$ cat config.mk
export PLATFORM = sky130hd
export DESIGN_NAME = dtable_tracker
export DESIGN_NICKNAME = d
export VERILOG_FILES = /design/src/rtl/dtable_tracker_pkg.sv /design/src/rtl/dtable_popcnt16.sv /design/src/rtl/dtable_tracker.sv
export SDC_FILE = /design/constraint.sdc
export NUM_CORES = 1
export LEC_CHECK = 0
export BUFFER_PORTS_ARGS = -buffer_cell sky130_fd_sc_hd__buf_2
export CORE_ASPECT_RATIO = 1.25
export CORE_UTILIZATION = 34
export DETAILED_ROUTE_END_ITERATION = 10
export GPL_ROUTABILITY_DRIVEN = 1
export PLACE_DENSITY = 0.79
export SLEW_MARGIN = 20
export SYNTH_ARGS = -nofsm -noshare
export SYNTH_HDL_FRONTEND = slang
export SYNTH_SLANG_ARGS = --single-unit
$ cat constraint.sdc
create_clock -name mclk -period 1.7 [get_ports mclk]
set_clock_uncertainty 0.2 [all_clocks]
set_input_delay 0.34 -clock mclk [delete_from_list [all_inputs] [get_ports mclk]]
set_output_delay 0.34 -clock mclk [all_outputs]
set_load 0.02 [all_outputs]
$ cat src/rtl/dtable_tracker_pkg.sv
// Shared constants, CTRL bit positions and FSM encoding for the D-table writer.
package dtable_tracker_pkg;

    localparam logic [15:0] DMEM_BASE_DEF    = 16'h0200;
    localparam logic [15:0] DMEM_SIZE_DEF    = 16'h0800;
    localparam int          BLK_SIZE_DEF     = 128;
    localparam logic [14:0] CTRL_ADDR_DEF    = 15'h0190;
    // Byte address where the read-only D-table memory is mapped for software.
    localparam logic [15:0] DTABLE_BASE_ADDR = 16'h01A0;

    localparam int CTRL_ENABLE_BIT = 0;
    localparam int CTRL_CLEAR_BIT  = 1;
    localparam int CTRL_BUSY_BIT   = 15;

    typedef enum logic {
        ST_IDLE  = 1'b0,
        ST_SWEEP = 1'b1
    } dt_state_e;

endpackage

$ cat src/rtl/dtable_popcnt16.sv
// Combinational population count of a 16-bit word.
module dtable_popcnt16 (
    input  logic [15:0] din,
    output logic [4:0]  ones
);

    always_comb begin
        ones = '0;
        for (int i = 0; i < 16; i++) begin
            ones = ones + 5'(din[i]);
        end
    end

endmodule

$ cat src/rtl/dtable_tracker.sv
// Dirty-block table writer: snoops DMEM writes into a bitmap, CTRL register and clear sweep.
// Optional COUNT register (popcount of the bitmap) when DTRACK_POPCNT_EN is defined.
module dtable_tracker
    import dtable_tracker_pkg::*;
#(
    parameter logic [15:0] DMEM_BASE    = DMEM_BASE_DEF,
    parameter logic [15:0] DMEM_SIZE    = DMEM_SIZE_DEF,
    parameter int          BLK_SIZE     = BLK_SIZE_DEF,
    parameter logic [14:0] CTRL_ADDR    = CTRL_ADDR_DEF,
    localparam int         BLK_MSB      = $clog2(BLK_SIZE),
    localparam int         TOTAL_BLOCKS = int'(DMEM_SIZE) >> BLK_MSB
) (
    input  logic                    mclk,
    input  logic                    puc_rst,
    input  logic [13:0]             per_addr,
    input  logic [15:0]             per_din,
    input  logic                    per_en,
    input  logic [1:0]              per_we,
    output logic [15:0]             per_dout,
    input  logic [15:0]             mem_addr,
    input  logic [1:0]              mem_wr,
    output logic [TOTAL_BLOCKS-1:0] dtable_out
);

    localparam int          NWORDS     = (TOTAL_BLOCKS + 15) / 16;
    localparam int          IDX_W      = (NWORDS > 1) ? $clog2(NWORDS) : 1;
    localparam logic [16:0] DMEM_LAST  = {1'b0, DMEM_BASE} + {1'b0, DMEM_SIZE} - 17'd1;
    localparam logic [13:0] CTRL_WADDR = CTRL_ADDR[14:1];

    dt_state_e               state_q, state_d;
    logic [IDX_W-1:0]        idx_q, idx_d;
    logic                    enable_q;
    logic [TOTAL_BLOCKS-1:0] dtable_q, set_vec, clr_vec;
    logic [15:0]             blk_off, blk_idx, ctrl_rd, cnt_rd;
    logic                    trk_hit, sel_ctrl, ctrl_wr, clr_start;
    logic                    unused_din;

    assign unused_din = ^per_din[15:2];

    // Tracking decode; the 17-bit upper bound keeps DMEM ending at 0xFFFF legal.
    assign blk_off = mem_addr - DMEM_BASE;
    assign blk_idx = blk_off >> BLK_MSB;
    assign trk_hit = enable_q && (|mem_wr) && (mem_addr >= DMEM_BASE)
                     && ({1'b0, mem_addr} <= DMEM_LAST);

    always_comb begin
        for (int k = 0; k < TOTAL_BLOCKS; k++) begin
            set_vec[k] = trk_hit && (blk_idx == 16'(k));
            clr_vec[k] = (state_q == ST_SWEEP) && (idx_q == IDX_W'(k / 16));
        end
    end

    assign sel_ctrl  = per_en && (per_addr == CTRL_WADDR);
    assign ctrl_wr   = sel_ctrl && (|per_we);
    assign clr_start = ctrl_wr && per_din[CTRL_CLEAR_BIT];

    always_comb begin
        ctrl_rd                  = '0;
        ctrl_rd[CTRL_ENABLE_BIT] = enable_q;
        ctrl_rd[CTRL_BUSY_BIT]   = (state_q == ST_SWEEP);
    end

    always_comb begin
        state_d = state_q;
        idx_d   = idx_q;
        case (state_q)
            ST_IDLE: begin
                if (clr_start) begin
                    state_d = ST_SWEEP;
                    idx_d   = '0;
                end
            end
            ST_SWEEP: begin
                if (clr_start) begin
                    idx_d = '0;
                end else if (idx_q == IDX_W'(NWORDS - 1)) begin
                    state_d = ST_IDLE;
                    idx_d   = '0;
                end else begin
                    idx_d = idx_q + IDX_W'(1);
                end
            end
            default: state_d = ST_IDLE;
        endcase
    end

    // Set is OR-ed after the clear mask so a write racing the sweep survives.
    always_ff @(posedge mclk) begin
        if (puc_rst) begin
            state_q  <= ST_IDLE;
            idx_q    <= '0;
            enable_q <= 1'b0;
            dtable_q <= '0;
        end else begin
            state_q  <= state_d;
            idx_q    <= idx_d;
            if (ctrl_wr) enable_q <= per_din[CTRL_ENABLE_BIT];
            dtable_q <= (dtable_q & ~clr_vec) | set_vec;
        end
    end

`ifdef DTRACK_POPCNT_EN
    localparam int CNT_W = $clog2(TOTAL_BLOCKS + 1);

    logic [NWORDS*16-1:0] swept_pad;
    logic [15:0]          swept_word;
    logic [4:0]           swept_ones;
    logic                 cnt_inc, sel_cnt;
    logic [CNT_W-1:0]     count_q;

    // Bits about to be cleared, excluding those re-set in the same cycle.
    assign swept_pad  = (NWORDS*16)'(dtable_q & ~set_vec);
    assign swept_word = (state_q == ST_SWEEP) ? swept_pad[16*idx_q +: 16] : '0;
    assign cnt_inc    = |(set_vec & ~dtable_q);

    dtable_popcnt16 u_popcnt (
        .din  (swept_word),
        .ones (swept_ones)
    );

    always_ff @(posedge mclk) begin
        if (puc_rst) count_q <= '0;
        else         count_q <= count_q + CNT_W'(cnt_inc) - CNT_W'(swept_ones);
    end

    assign sel_cnt = per_en && (per_addr == CTRL_WADDR + 14'd1);
    assign cnt_rd  = (sel_cnt && (per_we == 2'b00)) ? 16'(count_q) : 16'h0000;
`else
    assign cnt_rd = 16'h0000;
`endif

    assign per_dout   = (sel_ctrl && (per_we == 2'b00)) ? ctrl_rd : cnt_rd;
    assign dtable_out = dtable_q;

endmodule
# Word level (Yosys, flattened, before mapping)

Index checks and enable logic that the tools add are counted.

Register bits: 19
Output and inout bits: 32
Logic and storage cells: 67

Add/subtract/negate cells: 2
Magnitude comparators: 2
Equality and inequality tests: 17
Mux-type cells: 9
Bitwise logic cells: 5
Reductions and logical operators: 28

Operators with widths:

| kind                                                                    | count |
|---|---|
| 9-bit by 4-bit == test with 1-bit output, second input constant         | 8 |
| 9-bit by 3-bit == test with 1-bit output, second input constant         | 4 |
| 1-bit logical AND                                                       | 24 |
| 9-bit by 2-bit == test with 1-bit output, second input constant         | 2 |
| 16-bit bitwise AND                                                      | 1 |
| 16-bit by 10-bit >= comparator with 1-bit output, second input constant | 1 |
| 16-bit by 12-bit <= comparator with 1-bit output, second input constant | 1 |
| 16-bit zero test                                                        | 1 |
| 16-bit two-way mux                                                      | 1 |
| 16-bit NOT                                                              | 1 |
| 16-bit OR                                                               | 1 |
| 16-bit by 10-bit subtractor with 16-bit output, second input constant   | 1 |
| 14-bit by 8-bit == test with 1-bit output, second input constant        | 1 |
| 9-bit by 1-bit == test with 1-bit output, second input constant         | 1 |
| 1-bit two-way mux                                                       | 6 |
| 1-bit case mux with 2 select lines                                      | 2 |
| 2-bit OR reduction                                                      | 2 |
| 2-bit zero test                                                         | 1 |
| 2-bit != test, second input constant                                    | 1 |
| 1-bit NOT                                                               | 2 |
| 1-bit adder, second input constant                                      | 1 |

# Longest topological paths before layout

Word-level depth: 6
Mapped depth: 5
Gate-level depth less buffers: 4

# Worst setup path after synthesis

Ideal clock, no wire load.

Kind: input-to-reg
Start: input port mem_addr[15]
End: register dtable_q[7], in the netlist dtable_out[7]
Data arrival time: 1.599 ns
Data required time: 1.434 ns
Slack: -0.166 ns
Stages on the path: 5
Buffers on the path: 1
Cells stage by stage: or4b_1 -> a2111oi_4 -> buf_6 -> nand4_4 -> a21oi_2

Cells in the longest elaborated chain, start to end: 5
Elaborated cells on any way between the ends: 8
Classes of those cells: 1 x add/sub; 2 x order compare; 1 x eq/ne; 1 x bitwise; 3 x reduce/logical

Ends and longest elaborated chain:

| what                                                                                   | RTL line             | text |
|---|---|---|
| start, declared                                                                        | dtable_tracker.sv:20 | `input logic [15:0] mem_addr,` |
| branches (longest 3 deep; another with 16-bit by 10-bit subtractor with 16-bit output) | n/a                  |  |
| 1-bit logical AND *                                                                    | dtable_tracker.sv:48 | `set_vec[k] = trk_hit && (blk_idx == 16'(k));` |
| 16-bit OR *                                                                            | dtable_tracker.sv:98 | `dtable_q <= (dtable_q & ~clr_vec) \| set_vec;` |
| end signal, assigned                                                                   | dtable_tracker.sv:98 |  |
| end, declared                                                                          | dtable_tracker.sv:33 | `logic [TOTAL_BLOCKS-1:0] dtable_q, set_vec, clr_vec;` |

Every way passes the cells marked *.
A chain may end at the register's enable or synchronous reset.

# Worst setup path after layout

Start: input port per_addr[4]
End: output port per_dout[0]

Cells in the longest elaborated chain, start to end: 4

Ends and longest elaborated chain:

| what                                      | RTL line              | text |
|---|---|---|
| start, declared                           | dtable_tracker.sv:15  | `input logic [13:0] per_addr,` |
| 14-bit by 8-bit == test with 1-bit output | dtable_tracker.sv:53  | `assign sel_ctrl = per_en && (per_addr == CTRL_WADDR);` |
| 1-bit logical AND                         | dtable_tracker.sv:53  |  |
| 1-bit logical AND                         | dtable_tracker.sv:132 | `assign per_dout = (sel_ctrl && (per_we == 2'b00)) ? ctrl_rd : cnt_rd;` |
| 16-bit two-way mux                        | dtable_tracker.sv:132 |  |
| end, declared                             | dtable_tracker.sv:19  | `output logic [15:0] per_dout,` |

Every way passes these cells.

==> reports/summary.txt <==
CTS Sinks - 18
Yosys top cell area share - 36.4%
Max-Cap Viols - 0
DRT Wirelength - 2540 um
worst skew pair latency - 0.29 ns
I/O Pins - 85
Yosys top cell by area - dfxtp_1
CTS tree - done
final core utilization - 56.6%
Placed Instance Area - 0.00126 mm2
RSZ-0062 raised after global routing - true
Via density - 4.97
Min Hold Slack - 0.0937 ns
Tcrit/Tclk final - 116%
slowest CP cell - nor3_2
H-tree levels - 1
WP data required - 1.16 ns
Final Hold Viols - 0
drt drc - 0
drt first pass iters - 3
first-pass GRT wire length - 3840 um
fmax - 505 MHz
iteration-0 DRC count of the detailed router - 5
clk slew on worst S/H paths - 0.11 ns
Leakage - 0.643 nW
Die X - 50.3 um
Core Area - 0.00273 mm2
fin. max-slew vios - 0
area grow syn2layout - 56.4%
FF+latch count, synth - 18
Die Area - 0.00313 mm2
crit path capture type - output pin
# port buffers - 49
antenna-violating nets left - 0
Final WS setup - -0.279 ns
Warnings, synthesis - 0
Layout Cells excl Fill - 204
initial antenna violation count - 0
std cell rows - 21
Place WS - -0.413 ns
VDD IR max - 0.483 mV
antenna cells - 0
overall power - 819 uW
fill count - 271
routability cong. - 0.745
Post-DP HPWL - 1630 um
Max FO, Critical Path - 2
CP Cell Sequence - buf_6 > nor4bb_4 > nand4_1 > nor3_2 > and2_4 > buf_6
count leader, synth - dfxtp_1
Slew HR - 61.6%
cell area after layout - 0.00155 mm2
top cells by area, synth - dfxtp_1 (36%), buf_4 (11%), a21oi_1 (7.6%)
pin count of the biggest net entering global routing - 19
GRT overflow - 0
cts bufs inserted - 3
Worst-Margin Slew - 0.575 ns
CP peak stage delay - 0.27 ns
hold_buf cts - 0
Seq/Total Area, Yosys - 36.4%
Yosys cell types - 30
PD cells - 529 mW/mm2
violated checks - negative setup slack
async set-reset flop share out of synthesis - 0%
Wirelength per Cell - 12.4 um
clock root cell - clkbuf_4
Mapped Cells - 111
Tmin final - 1.98 ns
DR vias - 1,013
Synth Flop Type - dfxtp_1
Initial Util - 36.2%
cell mode on critical path - buf_6
worst hold-check path type - primary input to register
CP arrival - 1.44 ns
Tot GR Track Use - 15.8%
Synth Area per Inst - 8.92 um2
setup_tns - -2.23 ns
die height - 62.3 um
nets@finish - 224
synthesized area - 990 um2
vias in the first global route - 958
CP Launch Type - primary input
final setup violation count - 15
share of layout cells above drive strength 1 - 60.6%
status - finished, violations left
placed insts - 195
WS Path Type - primary input to output pin
Clock Path Buffers - 2
Post-synth EDFFs - 0
most instantiated cells after synthesis - dfxtp_1 (18), a21oi_1 (15), buf_4 (15)
[power by group]
part	switching (mW)	internal (mW)
combinational	0.0838	0.0506
clock	0.133	0.130
sequential	0.000000338	0.421
[registers in the layout, summed over array words and instances (netlist names)]
register    count
dtable_out     16
enable_q        1
state_q         1
[layer usage]
layer	track usage (%)	share of wire, %	vias up
li1	-	-	483
met1	16.7	36	484
met2	29.7	57	42
met3	3.19	5.2	4
met4	5.36	1.1	0
met5	0	0	-
[final cells by class]
class	instances	area [um2]	area share, %
clock buffers	4	36.3	2.34
multi-input cells	88	717	46.3
well taps	34	42.5	2.75
repair buffers	60	390	25.2
flip-flops and latches	18	362	23.4
[worst paths after layout]
| check | cells past startpoint | to | slack (ns) | from |
|---|---|---|---|---|
| worst max-delay path | 6 | per_dout[0] | -0.28 | per_addr[4] |
| worst min-delay path | 2 | state_q | 0.09 | per_din[1] |
| worst max register to register | 6 | dtable_out[6] | -0.17 | enable_q |
| worst min register to register | 2 | dtable_out[10] | 0.27 | dtable_out[10] |
[timing repair]
item,CTS,global route
cloned,0,1
endpoints found under the setup margin,16,19
buffers inserted,1,3
pin swaps,4,24
gates resized for setup,14,30
[critical path, delay by kind of cell]
kind          cells  cell delay [ns]
simple gates      4             0.90
buf+inv           2             0.21
[cells by family after synthesis]
kind of cell	synth area share, %
AOI/OAI and AO/OA	13.4
buffers and inverters	13.4
DFF	36.4
other	0.379
and+or+nand+nor	36.4
[layout by cell type (no fill, tap or decap), drive strengths merged]
master,instances
and2,3
nor4b,3
nor4,1
clkbuf,5
or2b,1
a2111oi,1
or4b,1
conb,14
or3b,2
dfxtp,18
nand2b,12
nor2,7
o21bai,1
nor4bb,1
a21oi,17
nand3,9
o21ai,1
nand4,5
and2b,4
buf,59
nor2b,3
nor3,2
(Power assumes the default switching activity.)
